`config.mk`:
```
export PLATFORM = sky130hd
export DESIGN_NAME = dma_p0_packer
export DESIGN_NICKNAME = d
export VERILOG_FILES = /design/src/rtl/dma_p0_packer.sv
export SDC_FILE = /design/constraint.sdc
export NUM_CORES = 1
export LEC_CHECK = 0
export CAP_MARGIN = 20
export CORE_MARGIN = 3
export CORE_UTILIZATION = 40
export DETAILED_ROUTE_END_ITERATION = 8
export PLACE_DENSITY = 0.69
export RECOVER_POWER = 25
export SYNTH_ARGS = -nofsm -noshare
export SYNTH_HDL_FRONTEND = slang
export SYNTH_SLANG_ARGS = --single-unit
```
`constraint.sdc`:
```
create_clock -name clk -period 6.9 [get_ports clk]
set_clock_uncertainty 0.2 [all_clocks]
set_input_delay 2.07 -clock clk [delete_from_list [all_inputs] [get_ports clk]]
set_output_delay 2.07 -clock clk [all_outputs]
set_load 0.01 [all_outputs]
```
`src/rtl/dma_p0_packer.sv`:
```
// ---------------------------------------------------------------------------
// dma_p0_packer
//
// Write-back receiver for the engine's port-0 result stream. 16-bit words
// arrive one per cycle (no backpressure toward the engine), are packed into
// 16*BURST_LEN-bit lines, queued in a small line FIFO and presented to the
// memory side as masked, address-sequenced write commands. A flush at layer
// end pushes out any partial line and pulses flush_done once everything
// queued has been accepted by the memory side.
//
// Ports
//   clk, rst_n        : single rising-edge clock, asynchronous active-low reset
//   start             : one-cycle pulse, begins a layer at base_addr
//   base_addr         : byte address of the first line (line aligned)
//   dma_p0_writes_en  : dma_p0_ib_data carries a valid word this cycle
//   dma_p0_ib_data    : 16-bit result word
//   flush             : one-cycle pulse, the layer is finished
//   wr_cmd_valid/ready: write command handshake toward memory
//   wr_cmd_addr       : byte address of the line
//   wr_cmd_data       : packed line, word k in [16k+:16]
//   wr_cmd_mask       : bit k set when word k is valid
//   busy              : layer in progress (start .. flush_done)
//   flush_done        : one-cycle pulse when the flush has drained
//   overflow          : sticky error (dropped line or word outside a layer)
//   word_count        : words accepted since start, wraps at 2^32
// ---------------------------------------------------------------------------
module dma_p0_packer #(
    parameter int BURST_LEN = 8,
    parameter int ADDR_W    = 30,
    parameter int DEPTH     = 4
) (
    input  logic                     clk,
    input  logic                     rst_n,
    input  logic                     start,
    input  logic [ADDR_W-1:0]        base_addr,
    input  logic                     dma_p0_writes_en,
    input  logic [15:0]              dma_p0_ib_data,
    input  logic                     flush,
    output logic                     wr_cmd_valid,
    input  logic                     wr_cmd_ready,
    output logic [ADDR_W-1:0]        wr_cmd_addr,
    output logic [16*BURST_LEN-1:0]  wr_cmd_data,
    output logic [BURST_LEN-1:0]     wr_cmd_mask,
    output logic                     busy,
    output logic                     flush_done,
    output logic                     overflow,
    output logic [31:0]              word_count
);

    localparam int LINE_W = 16 * BURST_LEN;
    localparam int LANE_W = (BURST_LEN > 1) ? $clog2(BURST_LEN) : 1;
    localparam int PTR_W  = $clog2(DEPTH);

    localparam logic [LANE_W-1:0] LAST_LANE  = LANE_W'(BURST_LEN - 1);
    localparam logic [ADDR_W-1:0] LINE_BYTES = ADDR_W'(2 * BURST_LEN);
    localparam logic [PTR_W:0]    FULL_COUNT = (PTR_W + 1)'(DEPTH);

    typedef enum logic [2:0] {
        ST_IDLE,
        ST_RUN,
        ST_FLUSH,
        ST_DRAIN,
        ST_DONE
    } state_t;

    state_t state;
    state_t state_next;

    // Packer state
    logic [BURST_LEN-1:0][15:0] pack_lanes;
    logic [LANE_W-1:0]          lane_idx;
    logic [ADDR_W-1:0]          cur_addr;

    // Line FIFO
    logic [ADDR_W-1:0]    fifo_addr [DEPTH];
    logic [LINE_W-1:0]    fifo_data [DEPTH];
    logic [BURST_LEN-1:0] fifo_mask [DEPTH];
    logic [PTR_W-1:0]     wr_ptr;
    logic [PTR_W-1:0]     rd_ptr;
    logic [PTR_W:0]       fifo_count;

    // Per-cycle decisions
    logic                       word_accept;
    logic                       stray_word;
    logic                       line_complete;
    logic                       partial_push;
    logic                       push_req;
    logic                       push_ok;
    logic                       push_drop;
    logic                       pop;
    logic                       fifo_full;
    logic [BURST_LEN-1:0][15:0] line_data;
    logic [BURST_LEN-1:0]       line_mask;

    // State register; reset drops straight back to IDLE.
    always_ff @(posedge clk or negedge rst_n) begin
        if (!rst_n) begin
            state <= ST_IDLE;
        end else begin
            state <= state_next;
        end
    end

    // Next-state logic. start restarts a layer from any state, including
    // mid-drain; whatever was still queued is abandoned.
    always_comb begin
        state_next = state;
        if (start) begin
            state_next = ST_RUN;
        end else begin
            case (state)
                ST_IDLE:  state_next = ST_IDLE;
                ST_RUN:   if (flush) state_next = ST_FLUSH;
                ST_FLUSH: state_next = ST_DRAIN;
                ST_DRAIN: if (fifo_count == '0) state_next = ST_DONE;
                ST_DONE:  state_next = ST_IDLE;
                default:  state_next = ST_IDLE;
            endcase
        end
    end

    // Push/pop decisions. A word that lands together with flush is still
    // taken because flush only moves the FSM at the end of the cycle. A pop
    // in the same cycle frees a slot, so a push into a full FIFO succeeds.
    always_comb begin
        word_accept   = (state == ST_RUN) && dma_p0_writes_en && !start;
        stray_word    = (state != ST_RUN) && dma_p0_writes_en && !start;
        line_complete = word_accept && (lane_idx == LAST_LANE);
        partial_push  = (state == ST_FLUSH) && (lane_idx != '0) && !start;
        push_req      = line_complete || partial_push;
        pop           = wr_cmd_valid && wr_cmd_ready;
        fifo_full     = (fifo_count == FULL_COUNT);
        push_ok       = push_req && (!fifo_full || pop);
        push_drop     = push_req && fifo_full && !pop;
    end

    // Line image as it would be written this cycle: the completing word is
    // merged into its lane so a full line can be pushed without an extra
    // cycle. For a partial line the mask covers lanes below lane_idx.
    always_comb begin
        line_data = pack_lanes;
        if (word_accept) begin
            line_data[lane_idx] = dma_p0_ib_data;
        end
        line_mask = '0;
        for (int k = 0; k < BURST_LEN; k++) begin
            line_mask[k] = line_complete || (k < int'(lane_idx));
        end
    end

    // Packer, address sequencer and status counters. Lanes are zeroed on
    // every push (kept or dropped) so unfilled lanes of a partial line read
    // as zero. The address only advances when the line actually entered
    // the FIFO.
    always_ff @(posedge clk or negedge rst_n) begin
        if (!rst_n) begin
            pack_lanes <= '0;
            lane_idx   <= '0;
            cur_addr   <= '0;
            word_count <= '0;
            overflow   <= 1'b0;
        end else if (start) begin
            pack_lanes <= '0;
            lane_idx   <= '0;
            cur_addr   <= base_addr;
            word_count <= '0;
            overflow   <= 1'b0;
        end else begin
            if (word_accept) begin
                word_count <= word_count + 32'd1;
            end
            if (push_req) begin
                pack_lanes <= '0;
                lane_idx   <= '0;
            end else if (word_accept) begin
                pack_lanes[lane_idx] <= dma_p0_ib_data;
                lane_idx             <= lane_idx + LANE_W'(1);
            end
            if (push_ok) begin
                cur_addr <= cur_addr + LINE_BYTES;
            end
            if (push_drop || stray_word) begin
                overflow <= 1'b1;
            end
        end
    end

    // FIFO pointers and occupancy. start empties the FIFO, discarding
    // commands that were never accepted.
    always_ff @(posedge clk or negedge rst_n) begin
        if (!rst_n) begin
            wr_ptr     <= '0;
            rd_ptr     <= '0;
            fifo_count <= '0;
        end else if (start) begin
            wr_ptr     <= '0;
            rd_ptr     <= '0;
            fifo_count <= '0;
        end else begin
            if (push_ok) begin
                wr_ptr <= wr_ptr + PTR_W'(1);
            end
            if (pop) begin
                rd_ptr <= rd_ptr + PTR_W'(1);
            end
            case ({push_ok, pop})
                2'b10:   fifo_count <= fifo_count + (PTR_W + 1)'(1);
                2'b01:   fifo_count <= fifo_count - (PTR_W + 1)'(1);
                default: fifo_count <= fifo_count;
            endcase
        end
    end

    // FIFO storage. Not reset; the command outputs are gated by valid so
    // stale entries never show.
    always_ff @(posedge clk) begin
        if (push_ok) begin
            fifo_addr[wr_ptr] <= cur_addr;
            fifo_data[wr_ptr] <= line_data;
            fifo_mask[wr_ptr] <= line_mask;
        end
    end

    // Command outputs come straight from the FIFO head, so they are held
    // stable for as long as the head is not popped.
    assign wr_cmd_valid = (fifo_count != '0);

    always_comb begin
        wr_cmd_addr = '0;
        wr_cmd_data = '0;
        wr_cmd_mask = '0;
        if (wr_cmd_valid) begin
            wr_cmd_addr = fifo_addr[rd_ptr];
            wr_cmd_data = fifo_data[rd_ptr];
            wr_cmd_mask = fifo_mask[rd_ptr];
        end
    end

    assign busy       = (state != ST_IDLE);
    assign flush_done = (state == ST_DONE);

endmodule

```
==> flow_summary.yaml, run 1 <==
run_status:
  status: "finished, violations left"
  failed_checks: "capacitance limit, slew limit"
critical_path:
  worstReg2RegStart: "lane_idx[1]"
  reg2reg_setup_slack_ps: 2540
  ff2ff_path_depth: 7
  crit_fanout: 40
  cp-start-kind: "register"
  critical_path_class: "register to output port"
  reg2reg_to: "fifo_addr[3][19]"
  arrival_ps: 3400
  endpoint_kind: "output port"
  cp.required_ps: 4630
clock_tree:
  postCtsSetupRepairBufs: 0
  ctsHoldBuffers: 0
  cts_root_buf: "clkbuf_16"
  htreeDepth: 3
  cts.repair.resized: 0
  cts.path.max_buffers: 3
  insertion_delay_ps: 630
  path_clk_slew_ps: 60
  cts_buffers: 88
  cts_tree: "built"
  clkSinkCount: 868
route:
  post-route-drc-count: 0
  wl_per_cell_um: 24.3
  vias: 18500
  via_per_inst: 5.38
  drt-total-wl_um: 83600
  drtIter0Drc: 1523
  dr.pass1.iters: 5
  drtAntennaViolNets: 0
grt:
  grt_max_degree: 131
  grt.total_usage: 0.184
  grt_remaining_overflow: 0
  grt_pass1_wl_um: 126000
  antenna_found_initial: 6
  grt_pass1_vias: 19300
floorplanning:
  boundaryPins: 254
  fp-row-count: 107
  die_h_um: 302
  dieArea_sq_um: 91100
  die_x_um: 302
  start_util: 0.407
  core_sq_um: 85900
place:
  portBuffers: 253
  gp_congestion: 0.849
  hpwl_um: 51000
  pre_cts_slack_ps: 992
timing:
  tightest_slew_ps: 3620
  hold_viol_final: 0
  rsz0062_at_grt: "no"
  finalCriticalPeriod_ps: 5670
  finalSetupTns_ps: 0
  finalCritPeriodShare: 0.822
  setup_slack_ps: 1230
  drv_slew: 157
  fmax_mhz: 176
  relSlewSlack: -1.41
  setup_violations: 0
logic_synthesis:
  synth_edf_count: 664
  synth_area_leaders: "edfxtp_1, dfrtp_1, mux4_2, and2_1, mux2_2"
  yosysMostFrequentCell: "edfxtp_1"
  syn_inst: 1937
  synth_top_area_cell: "edfxtp_1"
  synth_common_cells: "edfxtp_1, and2_1, dfrtp_1"
  ys_seq_area_frac: 0.716
  ys.flop_type: "edfxtp_1"
  ys_types: 78
  synth-seq-cells: 868
  synth_top_area_share: 0.570
  synth.avg_cell_area_sq_um: 18.1
  synthesis.area_sq_um: 35000
  synthArstFlopShare: 0.235
  synth_nets: 1999
  ys_warn_count: 0
power:
  leakage_nw: 14.8
  ir_worst_vdd_uv: 213
  cellPowerDensity_nw_per_um2: 262
cells_and_area:
  synthToLayoutAreaGrowth_pct: 19.8
  final_nets: 2277
  drive_gt1_frac: 0.208
worst_hold_path:
  hold_depth: 0
  min_path_type: "register to register"
  hold_end: "fifo_addr[2][3]"
  min-delay-start: "cur_addr[3]"
flow_run:
  max-cap-violations: 2
==> final cells by class <==
cell class	instances	area, sq um
diodes	1	2.50
clock buffers	123	2480
fillers	7119	44000
inverters	13	48.8
flip-flops and latches	868	25100
clock inverters	42	490
well taps	1144	1430
multi-input cells	950	9440
repair buffers	294	2980
==> stage by stage <==
step                 util  cell area (sq um)  total power [mW]  hold slack [ps]  std cells
floorplan               -              35000              6.02              272       1937
global placement    0.454              39000              6.29              302       3269
detailed placement  0.454              39000              6.30              322       3269
CTS                 0.488              42000              11.1              330       3434
global route        0.488              41900              11.4              351       3434
finish              0.488              41900              11.0              325       3435
==> critical path, stage by stage, from the launching register on <==
cell and delay, ps:
dfrtp_4 970, buf_4 420, mux4_2 630, and2_1 210, clkdlybuf4s50_1 480
==> registers in the layout (all words and copies together) (netlist names) <==
| name | flops |
|---|---|
| cur_addr | 30 |
| fifo_addr | 120 |
| fifo_count | 3 |
| fifo_data | 512 |
| fifo_mask | 32 |
| lane_idx | 3 |
| overflow | 1 |
| pack_lanes | 128 |
| rd_ptr | 2 |
| state | 3 |
| word_count | 32 |
| wr_ptr | 2 |
==> power breakdown <==
| part | internal [mW] | total (mW) | switching [mW] | leakage (nW) |
|---|---|---|---|---|
| logic | 0.214 | 0.482 | 0.268 | 4.48 |
| registers | 5.64 | 5.70 | 0.0569 | 8.87 |
| clock network | 2.86 | 4.82 | 1.96 | 1.45 |
==> worst max-delay path by stage <==
stage                                start               end  slack [ps]  cells after the start
after global routing                 rst_n    pack_lanes[48]         590                      2
final                            rd_ptr[0]  wr_cmd_data[115]        1230                      4
after CTS                        rd_ptr[0]  wr_cmd_data[115]        1140                      4
after detailed placement  dma_p0_writes_en  fifo_addr[3][12]         990                      6
after global placement    dma_p0_writes_en  fifo_addr[3][11]        1070                      6
after floorplan                      start   fifo_addr[0][0]         890                      7
==> cell usage in the layout (no fill, tap or decap), drive strengths merged, types with 25 or more instances in the layout <==
cell type / instances
clkdlybuf4s50: 233
dfrtp: 204
nand3: 35
xor2: 30
edfxtp: 664
mux2: 137
nand2: 54
and2: 298
buf: 37
mux4: 166
clkinv: 25
nor2: 49
clkbuf: 129
==> per-layer routing <==
metal / up-vias / global-route usage / routed length, um
li1: 8000 / - / -
met1: 9700 / 0.258 / 35300
met4: 0 / 0.0324 / 1130
met2: 679 / 0.300 / 40600
met5: - / 0 / 0
met3: 93 / 0.0434 / 6530
==> logic make-up after synthesis <==
kind of cell	after synthesis	share of synthesized area
flip-flops	868	0.716
adder cells (fa/ha/maj)	10	0.00379
buffers and inverters	119	0.0146
XOR/XNOR	42	0.0105
AND/OR/NAND/NOR	515	0.0879
AO/OA/AOI/OAI	76	0.0154
multiplexers	307	0.152
Power figures use the tool's default switching activity.
==> inputs of run 2 (changes only) <==
- PLACE_DENSITY: 0.69 -> 0.67
- clock period: 6.9 -> 5.85 ns (I/O delays scaled with it)
==> flow_summary.yaml, run 2 (synthesis gave the netlist of run 1 again) <==
cells_and_area:
  layout.cells.most_common_list: "edfxtp_1, and2_1, clkdlybuf4s50_1"
  final_nets: 2282
  n_fill_cell: 7136
  top_register: "fifo_data"
  layout_commonest_cell: "edfxtp_1"
  drive_gt1_frac: 0.202
  final_util: 0.488
  final_area_sq_um: 41900
  synthToLayoutAreaGrowth_pct: 19.9
  largest_reg_flops: 512
  reg_top3: "fifo_data x512, pack_lanes x128, fifo_addr x120"
timing:
  fmax_mhz: 197
  hold_viol_final: 0
  relSlewSlack: -0.565
  drv_slew: 169
  finalSetupTns_ps: 0
  rsz0062_at_grt: "no"
  finalCriticalPeriod_ps: 5080
  tightest_slew_ps: 2350
  finalCritPeriodShare: 0.868
  setup_violations: 0
  hold_slack_ps: 329
place:
  gp_congestion: 0.862
  hpwl_um: 49500
  portBuffers: 253
  placed_cell_area_sq_um: 39200
floorplanning:
  boundaryPins: 254
  die_x_um: 302
  start_util: 0.407
  core_sq_um: 85900
  dieArea_sq_um: 91100
  fp-row-count: 107
  die_h_um: 302
worst_hold_path:
  min_path_type: "register to register"
  hold_depth: 0
grt:
  grt_pass1_wl_um: 122000
  grt.total_usage: 0.180
  antenna_found_initial: 5
  grt_max_degree: 131
  grt_remaining_overflow: 0
  grt_pass1_vias: 18800
route:
  vias: 18300
  via_per_inst: 5.33
  dr.pass1.iters: 5
  drtIter0Drc: 1555
  wl_per_cell_um: 23.8
  post-route-drc-count: 0
  drtAntennaViolNets: 0
  drt-total-wl_um: 81700
clock_tree:
  cts.path.max_buffers: 3
  path_clk_slew_ps: 50
  postCtsSetupRepairBufs: 0
  cts_buffers: 88
  htreeDepth: 3
  cts_tree: "built"
  cts.repair.resized: 0
  clkSinkCount: 868
  insertion_delay_ps: 620
  cts_root_buf: "clkbuf_16"
  ctsHoldBuffers: 0
critical_path:
  cp.required_ps: 3890
  ff2ff_path_depth: 8
  cp-start-kind: "register"
  critical_path_class: "register to output port"
  critPathSlowestCell: "dfrtp_4"
  cp_cell_sequence: "buf_12, mux4_2, and2_1, clkdlybuf4s50_1"
  arrival_ps: 3120
  crit_fanout: 46
  endpoint_kind: "output port"
  cpPeakStageDelay_ps: 960
power:
  leakage_nw: 14.8
  ir_worst_vdd_uv: 230
  cellPowerDensity_nw_per_um2: 304
flow_run:
  max-cap-violations: 4
run_status:
  status: "finished, violations left"
  failed_checks: "capacitance limit, slew limit"
run 2: cell type report:
cell class | count | area [sq um] | share of cell area
Sequential cell | 868 | 25100 | 0.597
Multi-Input combinational cell | 950 | 9420 | 0.225
Timing Repair Buffer | 299 | 3110 | 0.0743
Clock buffer | 129 | 2490 | 0.0593
Tap cell | 1144 | 1430 | 0.0341
Clock inverter | 35 | 378 | 0.00901
Inverter | 13 | 48.8 | 0.00116
Antenna cell | 2 | 5.00 | 0.000119
run 2: critical path, delay by kind of cell (launching register included):
family	cells	cell delay, ps
flops	1	960
simple gates	1	280
buf+inv	2	940
mux	1	250
run 2: through the flow:
| step | total power [mW] | instances | setup WS, ps |
|---|---|---|---|
| floorplan | 7.10 | 1937 | 153 |
| finish | 12.8 | 3440 | 772 |
| global placement | 7.41 | 3274 | 1020 |
| CTS | 12.9 | 3438 | 665 |
| detailed placement | 7.42 | 3274 | 917 |
| global route | 13.2 | 3439 | 563 |
run 2: worst paths after layout:
| check | slack, ps | to | from |
|---|---|---|---|
| setup / recovery | 770 | wr_cmd_data[14] | rd_ptr[1] |
| hold / removal | 330 | fifo_addr[3][0] | cur_addr[0] |
| setup reg to reg | 2100 | fifo_count[0] | lane_idx[1] |
| hold reg to reg | 330 | fifo_addr[3][0] | cur_addr[0] |
| max in group asynchronous | 1830 | pack_lanes[99] | rst_n |
| min in group asynchronous | 940 | word_count[12] | rst_n |
run 2: routing by layer:
metal	routed length, um	up-vias	GRT usage
met1	35600	9635	0.255
met3	6310	85	0.0477
met2	38700	629	0.283
li1	-	7993	-
met5	0	-	0
met4	1090	0	0.0341
run 2: power breakdown:
group          internal (mW)  leakage [nW]  switching [mW]
clock network           3.23          1.39            2.26
logic                  0.252          4.57           0.313
registers               6.65          8.87          0.0626
==> inputs of run 3 (changes only) <==
- CTS_CLUSTER_DIAMETER: default -> 80
- GPL_TIMING_DRIVEN: default -> 0
- MAX_ROUTING_LAYER: default -> met4
==> flow_summary.yaml, run 3 (synthesis gave the netlist of run 1 again) <==
floorplanning:
  core_sq_um: 85900
  dieArea_sq_um: 91100
  die_h_um: 302
  fp-row-count: 107
  start_util: 0.407
  boundaryPins: 254
  die_x_um: 302
timing:
  finalCritPeriodShare: 0.948
  drv_slew: 53
  fmax_mhz: 180
  setup_slack_ps: 306
  relSlewSlack: -0.988
  finalCriticalPeriod_ps: 5540
  setup_violations: 0
  tightest_slew_ps: 2980
  finalSetupTns_ps: 0
  rsz0062_at_grt: "no"
  hold_slack_ps: 312
  hold_viol_final: 0
clock_tree:
  path_clk_slew_ps: 60
  insertion_delay_ps: 640
  cts_root_buf: "clkbuf_16"
  cts_tree: "built"
  cts.path.max_buffers: 3
  cts_buffers: 89
  clkSinkCount: 868
  htreeDepth: 3
  ctsHoldBuffers: 0
grt:
  grt_pass1_wl_um: 126000
  antenna_found_initial: 6
  grt_remaining_overflow: 0
  grt.total_usage: 0.193
  grt_pass1_vias: 19400
  grt_max_degree: 88
run_status:
  status: "finished, violations left"
  failed_checks: "capacitance limit, slew limit"
critical_path:
  arrival_ps: 3590
  cp.required_ps: 3890
  cp_cell_sequence: "or3_4, clkbuf_1, buf_8, clkbuf_1, and2_1, clkdlybuf4s50_1"
  critPathSlowestCell: "clkdlybuf4s50_1"
  critical_path_class: "register to output port"
  cpPeakStageDelay_ps: 610
  cp_common_cell: "clkbuf_1"
  endpoint_kind: "output port"
  cp-start-kind: "register"
  crit_fanout: 10
route:
  route.met2.wl_um: 41300
  dr_wl_met3_um: 6190
  wl_per_cell_um: 24.1
  top_layer_used: "met4"
  dr.pass1.iters: 6
  drt-total-wl_um: 84800
  vias: 18800
  met1_length_um: 35700
  drtAntennaViolNets: 0
  via_per_inst: 5.35
  drtIter0Drc: 1389
  post-route-drc-count: 0
cells_and_area:
  synthToLayoutAreaGrowth_pct: 20.6
  final_nets: 2356
  n_fill_cell: 7095
  layout_commonest_cell: "edfxtp_1"
  layout.cells.most_common_list: "edfxtp_1, and2_1, clkdlybuf4s50_1"
  reg_top3: "fifo_data x512, pack_lanes x128, fifo_addr x120"
  top_register: "fifo_data"
  largest_reg_flops: 512
  drive_gt1_frac: 0.200
place:
  gp_congestion: 0.836
  portBuffers: 252
  hpwl_um: 53700
  pre_cts_slack_ps: 182
power:
  cellPowerDensity_nw_per_um2: 306
  ir_worst_vdd_uv: 249
  leakage_nw: 14.9
flow_run:
  max-cap-violations: 2
worst_hold_path:
  min_path_type: "register to register"
run 3: changes by cell type in the layout (fill, tap and decap cells not counted), sizes merged, moves of 8 or more:
| cell | change |
|---|---|
| clkinv | +8 |
| clkbuf | +53 |
| clkdlybuf4s50 | +9 |
| buf | +12 |
| dlygate4sd3 | -9 |
run 3: metrics by stage:
step / area (sq um) / total power [mW] / utilization / instances
2_1_floorplan: 35000 / 7.10 / - / 1937
3_3_place_gp: 38900 / 7.42 / 0.453 / 3333
3_5_place_dp: 39400 / 7.44 / 0.458 / 3348
4_1_cts: 42300 / 13.0 / 0.492 / 3511
5_1_grt: 42200 / 13.3 / 0.491 / 3511
6_report: 42200 / 12.9 / 0.491 / 3514
run 3: what timing repair did:
item,in CTS,in global routing
buffers inserted,0,0
resized for setup,3,3
endpoints found under the setup margin,93,11
run 3: area by class of cell:
class / instances / area, sq um / share of cell area
well taps: 1144 / 1430 / 0.0339
inverters: 13 / 48.8 / 0.00116
diodes: 3 / 7.51 / 0.000178
plain buffers: 105 / 454 / 0.0108
clock buffers: 121 / 2530 / 0.0599
clock inverters: 43 / 392 / 0.00928
flip-flops and latches: 868 / 25000 / 0.594
multi-input cells: 950 / 9390 / 0.223
repair buffers: 267 / 2890 / 0.0685
run 3: where the power goes:
| part | total (mW) | switching [mW] | internal, mW |
|---|---|---|---|
| sequential | 6.71 | 0.0551 | 6.65 |
| combinational | 0.586 | 0.329 | 0.257 |
| clock | 5.60 | 2.34 | 3.26 |
run 3: worst max-delay path, delay by kind of cell, from the launching register on:
kind	cells	cell delay, ps
buffers and inverters	4	1780
flip-flops	1	510
AND/OR/NAND/NOR	2	650
run 3: metal layers:
layer,vias up,global-route usage
met5,-,-
met4,0,0.0442
met3,115,0.0356
met2,659,0.304
met1,9860,0.263
li1,8151,-
run 3: final timing paths:
path	startpoint	to	slack, ps	cells after the start
setup reg to reg	state[2]	fifo_data[3][125]	1590	8
setup / recovery	fifo_count[0]	wr_cmd_data[108]	310	6
max in group asynchronous	rst_n	pack_lanes[51]	730	2
min in group asynchronous	rst_n	word_count[19]	1910	1
hold / removal	cur_addr[0]	fifo_addr[1][0]	310	0
hold reg to reg	cur_addr[0]	fifo_addr[1][0]	310	0
